[config.mk]
export PLATFORM = sky130hd
export DESIGN_NAME = lv1a_trig_sched
export DESIGN_NICKNAME = d
export VERILOG_FILES = /design/src/rtl/lv1a_trig_sched.sv
export SDC_FILE = /design/constraint.sdc
export NUM_CORES = 2
export LEC_CHECK = 0
export BUFFER_PORTS_ARGS = -buffer_cell sky130_fd_sc_hd__buf_2
export CAP_MARGIN = 10
export CORE_ASPECT_RATIO = 1.5
export CORE_MARGIN = 3
export CORE_UTILIZATION = 35
export DETAILED_ROUTE_END_ITERATION = 10
export SYNTH_ARGS = -nofsm -noshare
export SYNTH_HDL_FRONTEND = slang
export SYNTH_SLANG_ARGS = --single-unit
[constraint.sdc]
create_clock -name clk -period 10.1 [get_ports clk]
set_clock_uncertainty 0.1 [all_clocks]
set_input_delay 1.01 -clock clk [delete_from_list [all_inputs] [get_ports clk]]
set_output_delay 1.01 -clock clk [all_outputs]
set_load 0.01 [all_outputs]
[src/rtl/lv1a_trig_sched.sv]
// Level-1 accept scheduler: prescales internal triggers, merges all request sources into a
// pending word and issues it subject to lv1 inhibit, a minimum gate spacing and a hold timeout.
module lv1a_trig_sched #(
   parameter int unsigned GATE = 20,
   parameter int unsigned PSW  = 16
) (
   input  logic           clk,
   input  logic           rst_n,
   input  logic           in_live,
   input  logic [15:0]    in_int_req,
   input  logic [3:0]     in_ext_req,
   input  logic           in_delta_req,
   input  logic           in_lv1_inhibit,
   input  logic           in_ps_load,
   input  logic [3:0]     in_ps_sel,
   input  logic [PSW-1:0] in_ps_val,
   input  logic [7:0]     in_hold_max,
   output logic [15:0]    out_int_lv1a,
   output logic [3:0]     out_ext_lv1a,
   output logic           out_delta_lv1a,
   output logic           out_busy,
   output logic [31:0]    out_issue_cnt,
   output logic [31:0]    out_drop_cnt,
   output logic [31:0]    out_merge_cnt
);

   localparam int unsigned NT = 16;
   localparam int unsigned PW = 21;
   localparam int unsigned GW = (GATE > 1) ? $clog2(GATE) : 1;
   localparam logic [GW-1:0] G_LOAD = GW'(GATE - 1);
   localparam logic [GW-1:0] G_ONE = GW'(1);
   localparam logic [PSW-1:0] PS_ONE = PSW'(1);

   typedef enum logic [1:0] {StIdle, StPend, StHold, StGate} state_e;

   function automatic logic [31:0] sat_inc(input logic [31:0] v);
      return (v == 32'hFFFF_FFFF) ? v : v + 32'd1;
   endfunction

   logic [PSW-1:0] ps_q [NT];
   logic [PSW-1:0] pc_q [NT];
   logic [PSW-1:0] pc_nxt [NT];
   logic [NT-1:0]  ps_pass;

   state_e        state_q;
   logic [PW-1:0] pend_q;
   logic [PW-1:0] word_q;
   logic [GW-1:0] gate_q;
   logic [7:0]    hold_q;
   logic          live_q;

   logic [PW-1:0] new_req;
   logic          issue;
   logic          drop;
   logic          merge;

   // Prescaler: pass on pc==0, then advance pc modulo ps; ps==0 blocks the type outright.
   always_comb begin
      for (int i = 0; i < NT; i++) begin
         ps_pass[i] = in_int_req[i] && (ps_q[i] != '0) && (pc_q[i] == '0);
         pc_nxt[i]  = pc_q[i];
         if (in_int_req[i] && (ps_q[i] != '0)) begin
            pc_nxt[i] = ((pc_q[i] + PS_ONE) >= ps_q[i]) ? '0 : pc_q[i] + PS_ONE;
         end
      end
   end

   always_ff @(posedge clk or negedge rst_n) begin
      if (!rst_n) begin
         for (int i = 0; i < NT; i++) begin
            ps_q[i] <= PS_ONE;
            pc_q[i] <= '0;
         end
      end else begin
         for (int i = 0; i < NT; i++) begin
            pc_q[i] <= in_live ? pc_nxt[i] : '0;
         end
         // A load takes effect after this edge's request was judged with the old value.
         if (in_ps_load) begin
            ps_q[in_ps_sel] <= in_ps_val;
            pc_q[in_ps_sel] <= '0;
         end
      end
   end

   // PEND and HOLD are only ever occupied with the gate counter at zero.
   always_comb begin
      new_req = {in_delta_req, in_ext_req, ps_pass};
      issue   = in_live && !in_lv1_inhibit && ((state_q == StPend) || (state_q == StHold));
      drop    = in_live && in_lv1_inhibit && (state_q == StHold) && (in_hold_max != 8'd0) &&
                (hold_q >= in_hold_max);
      merge   = in_live && !issue && !drop && (|(new_req & pend_q));
   end

   always_ff @(posedge clk or negedge rst_n) begin
      if (!rst_n) begin
         state_q       <= StIdle;
         pend_q        <= '0;
         word_q        <= '0;
         gate_q        <= '0;
         hold_q        <= '0;
         live_q        <= 1'b0;
         out_issue_cnt <= '0;
         out_drop_cnt  <= '0;
         out_merge_cnt <= '0;
      end else begin
         live_q <= in_live;
         word_q <= '0;
         if (!in_live) begin
            state_q <= StIdle;
            pend_q  <= '0;
            gate_q  <= '0;
            hold_q  <= '0;
         end else begin
            if (!live_q) begin
               out_issue_cnt <= '0;
               out_drop_cnt  <= '0;
               out_merge_cnt <= '0;
            end else begin
               if (issue) out_issue_cnt <= sat_inc(out_issue_cnt);
               if (drop)  out_drop_cnt  <= sat_inc(out_drop_cnt);
               if (merge) out_merge_cnt <= sat_inc(out_merge_cnt);
            end

            if (issue) begin
               word_q <= pend_q;
               pend_q <= new_req;
               hold_q <= '0;
               if (GATE > 1) begin
                  gate_q  <= G_LOAD;
                  state_q <= StGate;
               end else begin
                  state_q <= (|new_req) ? StPend : StIdle;
               end
            end else if (drop) begin
               // Requests arriving on the drop edge are kept rather than silently lost.
               pend_q  <= new_req;
               hold_q  <= '0;
               state_q <= (|new_req) ? StPend : StIdle;
            end else begin
               pend_q <= pend_q | new_req;
               unique case (state_q)
                  StIdle: begin
                     if (|new_req) state_q <= StPend;
                  end
                  StPend: begin
                     if (in_lv1_inhibit) begin
                        state_q <= StHold;
                        hold_q  <= 8'd1;
                     end
                  end
                  StHold: begin
                     if (hold_q != 8'hFF) hold_q <= hold_q + 8'd1;
                  end
                  StGate: begin
                     if (gate_q <= G_ONE) begin
                        gate_q  <= '0;
                        state_q <= (|(pend_q | new_req)) ? StPend : StIdle;
                     end else begin
                        gate_q <= gate_q - G_ONE;
                     end
                  end
                  default: state_q <= StIdle;
               endcase
            end
         end
      end
   end

   assign out_int_lv1a   = word_q[15:0];
   assign out_ext_lv1a   = word_q[19:16];
   assign out_delta_lv1a = word_q[20];
   assign out_busy       = (state_q != StIdle);

endmodule
==> impl_metrics.json <==
{
  "synthArstFlopShare": 1.00,
  "utilization": 0.399,
  "grt_pass1_wl_mm": 192,
  "worstPathMaxFanout": 14,
  "fin_nets": 5104,
  "syn_inst": 4644,
  "startpoint_type": "register",
  "post-route-drc-count": 0,
  "nFillCells": 11691,
  "synth_area_leader_cell": "dfrtp_1",
  "yosys-top-cells-area": "dfrtp_1 39%, ha_1 9.3%, nand2_1 4.8%, o21ai_0 4.0%, xor2_1 3.2%",
  "seq_area_frac_synth": 0.403,
  "finalHoldViolCount": 0,
  "powerDensity_nw_per_um2": 159,
  "setup_tns_ns": 0,
  "cts_buffers": 71,
  "totalWireLength_mm": 120,
  "core_um2": 117000,
  "antenna_found_initial": 16,
  "drive_above_1_share": 0.108,
  "rows": 153,
  "root_buffer": "clkbuf_16",
  "r2r_end": "pc_q[108]$_DFF_PN0_",
  "cp_data_arrival_time_ns": 4.93,
  "ios": 172,
  "status": "complete, no violations",
  "cts_tree": "done",
  "ys_types": 79,
  "hold_class": "primary input to async pin",
  "final_common_cell": "dfrtp_1",
  "layout_common_cells": "650 x dfrtp_1, 530 x nand2_1, 333 x inv_1",
  "maxSlewViolCount": 0,
  "die_y_um": 427,
  "synth-main-ff-cell": "dfrtp_1",
  "synthXorXnorAreaFrac": 0.0605,
  "final-setup-viol-count": 0,
  "h-tree-depth": 3,
  "ys.warnings.count": 0,
  "firstDrtPassIters": 6,
  "p_leak_nw": 22.5,
  "synth.area.mux_share": 0.0335,
  "cts_sinks": 666,
  "clock.fmax_mhz": 223,
  "via_per_inst": 5.46,
  "syn_area_um2": 41400,
  "cap_viol_max_count": 0,
  "ys_ff_latch": 666,
  "r2r_cells": 13,
  "die_w_um": 287,
  "postCtsSetupBuffers": 0,
  "place_hpwl_mm": 83.1,
  "crit_type": "register to register",
  "wire_per_inst_um": 18.9,
  "clkSlewWorstSetupHoldPaths_ns": 0.07,
  "worstSkewPairLatency_ns": 0.65,
  "worst_pin_slew_ns": 1.23,
  "synthSimpleGateAreaFrac": 0.225,
  "first_global_vias": 34654,
  "drt_first_iter_violations": 1977,
  "cts-hold-fix-buffers": 0,
  "r2r_slack_ns": 5.61,
  "syn_avg_cell_area_um2": 8.91,
  "multi_input_area_um2": 22700,
  "area_delta_synth_final_pct": 12.4,
  "clock_path_buffers": 3,
  "min_period_ns": 4.49,
  "post-route-period-util": 0.445,
  "synth_edf_count": 0,
  "postCtsResizedCells": 0,
  "synth.top_cell.area_share": 0.393,
  "end_kind": "register",
  "dieArea_um2": 123000,
  "synthAdderAreaFrac": 0.0931,
  "syn_nets": 5006,
  "rsz0062_at_grt": "no",
  "worstReg2RegStart": "pc_q[98]$_DFF_PN0_",
  "regArea_um2": 16700,
  "place_congestion": 0.843,
  "via_count": 34736,
  "ant_nets": 0,
  "overflow": 0,
  "track_usage": 0.194,
  "io_buffers": 171,
  "synth_top_family_by_area": "simple AND/OR/NAND/NOR gates",
  "grt_max_degree": 166,
  "ir_drop_uv": 101,
  "synth_compound_area_frac": 0.135,
  "slew_headroom": 0.183,
  "initial_core_util": 0.355,
  "crit_required_ns": 10.54
}
-- registers in the layout, indices dropped and copies added (netlist names) --
| signal | cells |
|---|---|
| pc_q | 256 |
| ps_q | 256 |
| out_drop_cnt | 32 |
| out_issue_cnt | 32 |
| out_merge_cnt | 32 |
| pend_q | 21 |
| word_q | 21 |
| hold_q | 8 |
| gate_q | 5 |
| state_q | 2 |
| live_q | 1 |
-- worst max-delay path, cell delays in order (launching register included) --
cell and delay, ns:
dfrtp_1 0.49, nand3_1 0.25, nor4_1 0.58, and3_1 0.30, and3_1 0.22, xor2_1 0.15, ha_1 0.25, a21o_1 0.19
a21o_1 0.17, a21oi_1 0.13, o21ai_0 0.22, nor2_1 0.86, a31oi_1 0.18, a311oi_1 0.28
-- power by group --
group	internal [mW]	leakage, nW	switching (mW)
registers	2.97	8.73	0.220
clock network	1.78	1.26	1.18
logic	0.483	12.5	0.783
-- layer usage --
metal / GRT usage / vias up / part of all wire
met1: 0.235 / 17048 / 0.41
met2: 0.347 / 735 / 0.50
met5: 0 / - / 0.00035
met3: 0.0265 / 220 / 0.045
li1: - / 16727 / -
met4: 0.0793 / 6 / 0.037
-- metrics by stage --
step | std cells | cell area [um^2] | setup WS, ns | hold slack (ns) | power [mW]
after floorplan | 4644 | 41400 | 6.14 | 0.382 | 4.03
after global placement | 6212 | 43900 | 5.73 | 0.409 | 4.47
after detailed placement | 6213 | 43900 | 5.66 | 0.413 | 4.51
after CTS | 6344 | 46500 | 5.63 | 0.354 | 7.51
after global routing | 6354 | 46500 | 5.15 | 0.373 | 7.82
final | 6358 | 46500 | 5.61 | 0.313 | 7.42
-- logic make-up (layout without fill, tap and decap cells) --
group                      count (synthesis)  after routing
and+or+nand+nor                         1832           1832
muxes                                    125            125
other                                      0              8
DFF                                      666            666
buffers and inverters                    536            692
adders and majority gates                308            308
AOI/OAI and AO/OA                        891            891
xor gates and xnor gates                 286            286
-- final cells by class --
cell class | instances | area share
sequential | 666 | 0.359
multi-input combinational | 3442 | 0.489
clock inverter | 31 | 0.0115
timing repair buffer | 227 | 0.0282
clock buffer | 100 | 0.0440
inverter | 334 | 0.0269
antenna | 8 | 0.000430
tap | 1550 | 0.0417
-- Yosys cell counts (71+ instances only) --
| master | instances |
|---|---|
| a21o_1 | 94 |
| a21oi_1 | 225 |
| and3_1 | 148 |
| clkbuf_1 | 193 |
| dfrtp_1 | 650 |
| ha_1 | 308 |
| inv_1 | 333 |
| mux2_2 | 108 |
| nand2_1 | 530 |
| nand3_1 | 244 |
| nand4_1 | 77 |
| nor2_1 | 287 |
| nor3_1 | 71 |
| nor4_1 | 150 |
| o21ai_0 | 335 |
| or4_1 | 86 |
| xnor2_1 | 136 |
| xor2_1 | 150 |
-- worst max-delay path by stage --
stage | to | slack, ns | cells past startpoint | start
final | pc_q[108]$_DFF_PN0_ | 5.61 | 13 | pc_q[98]$_DFF_PN0_
after global routing | pc_q[28]$_DFF_PN0_ | 5.15 | 15 | pc_q[16]$_DFF_PN0_
after CTS | pc_q[230]$_DFF_PN0_ | 5.63 | 13 | pc_q[226]$_DFF_PN0_
after detailed placement | pc_q[230]$_DFF_PN0_ | 5.66 | 13 | pc_q[226]$_DFF_PN0_
after global placement | pc_q[21]$_DFF_PN0_ | 5.73 | 15 | pc_q[16]$_DFF_PN0_
after floorplan | pc_q[15]$_DFF_PN0_ | 6.14 | 15 | pc_q[2]$_DFF_PN0_
No activity file was read; power rests on OpenSTA's default activity.
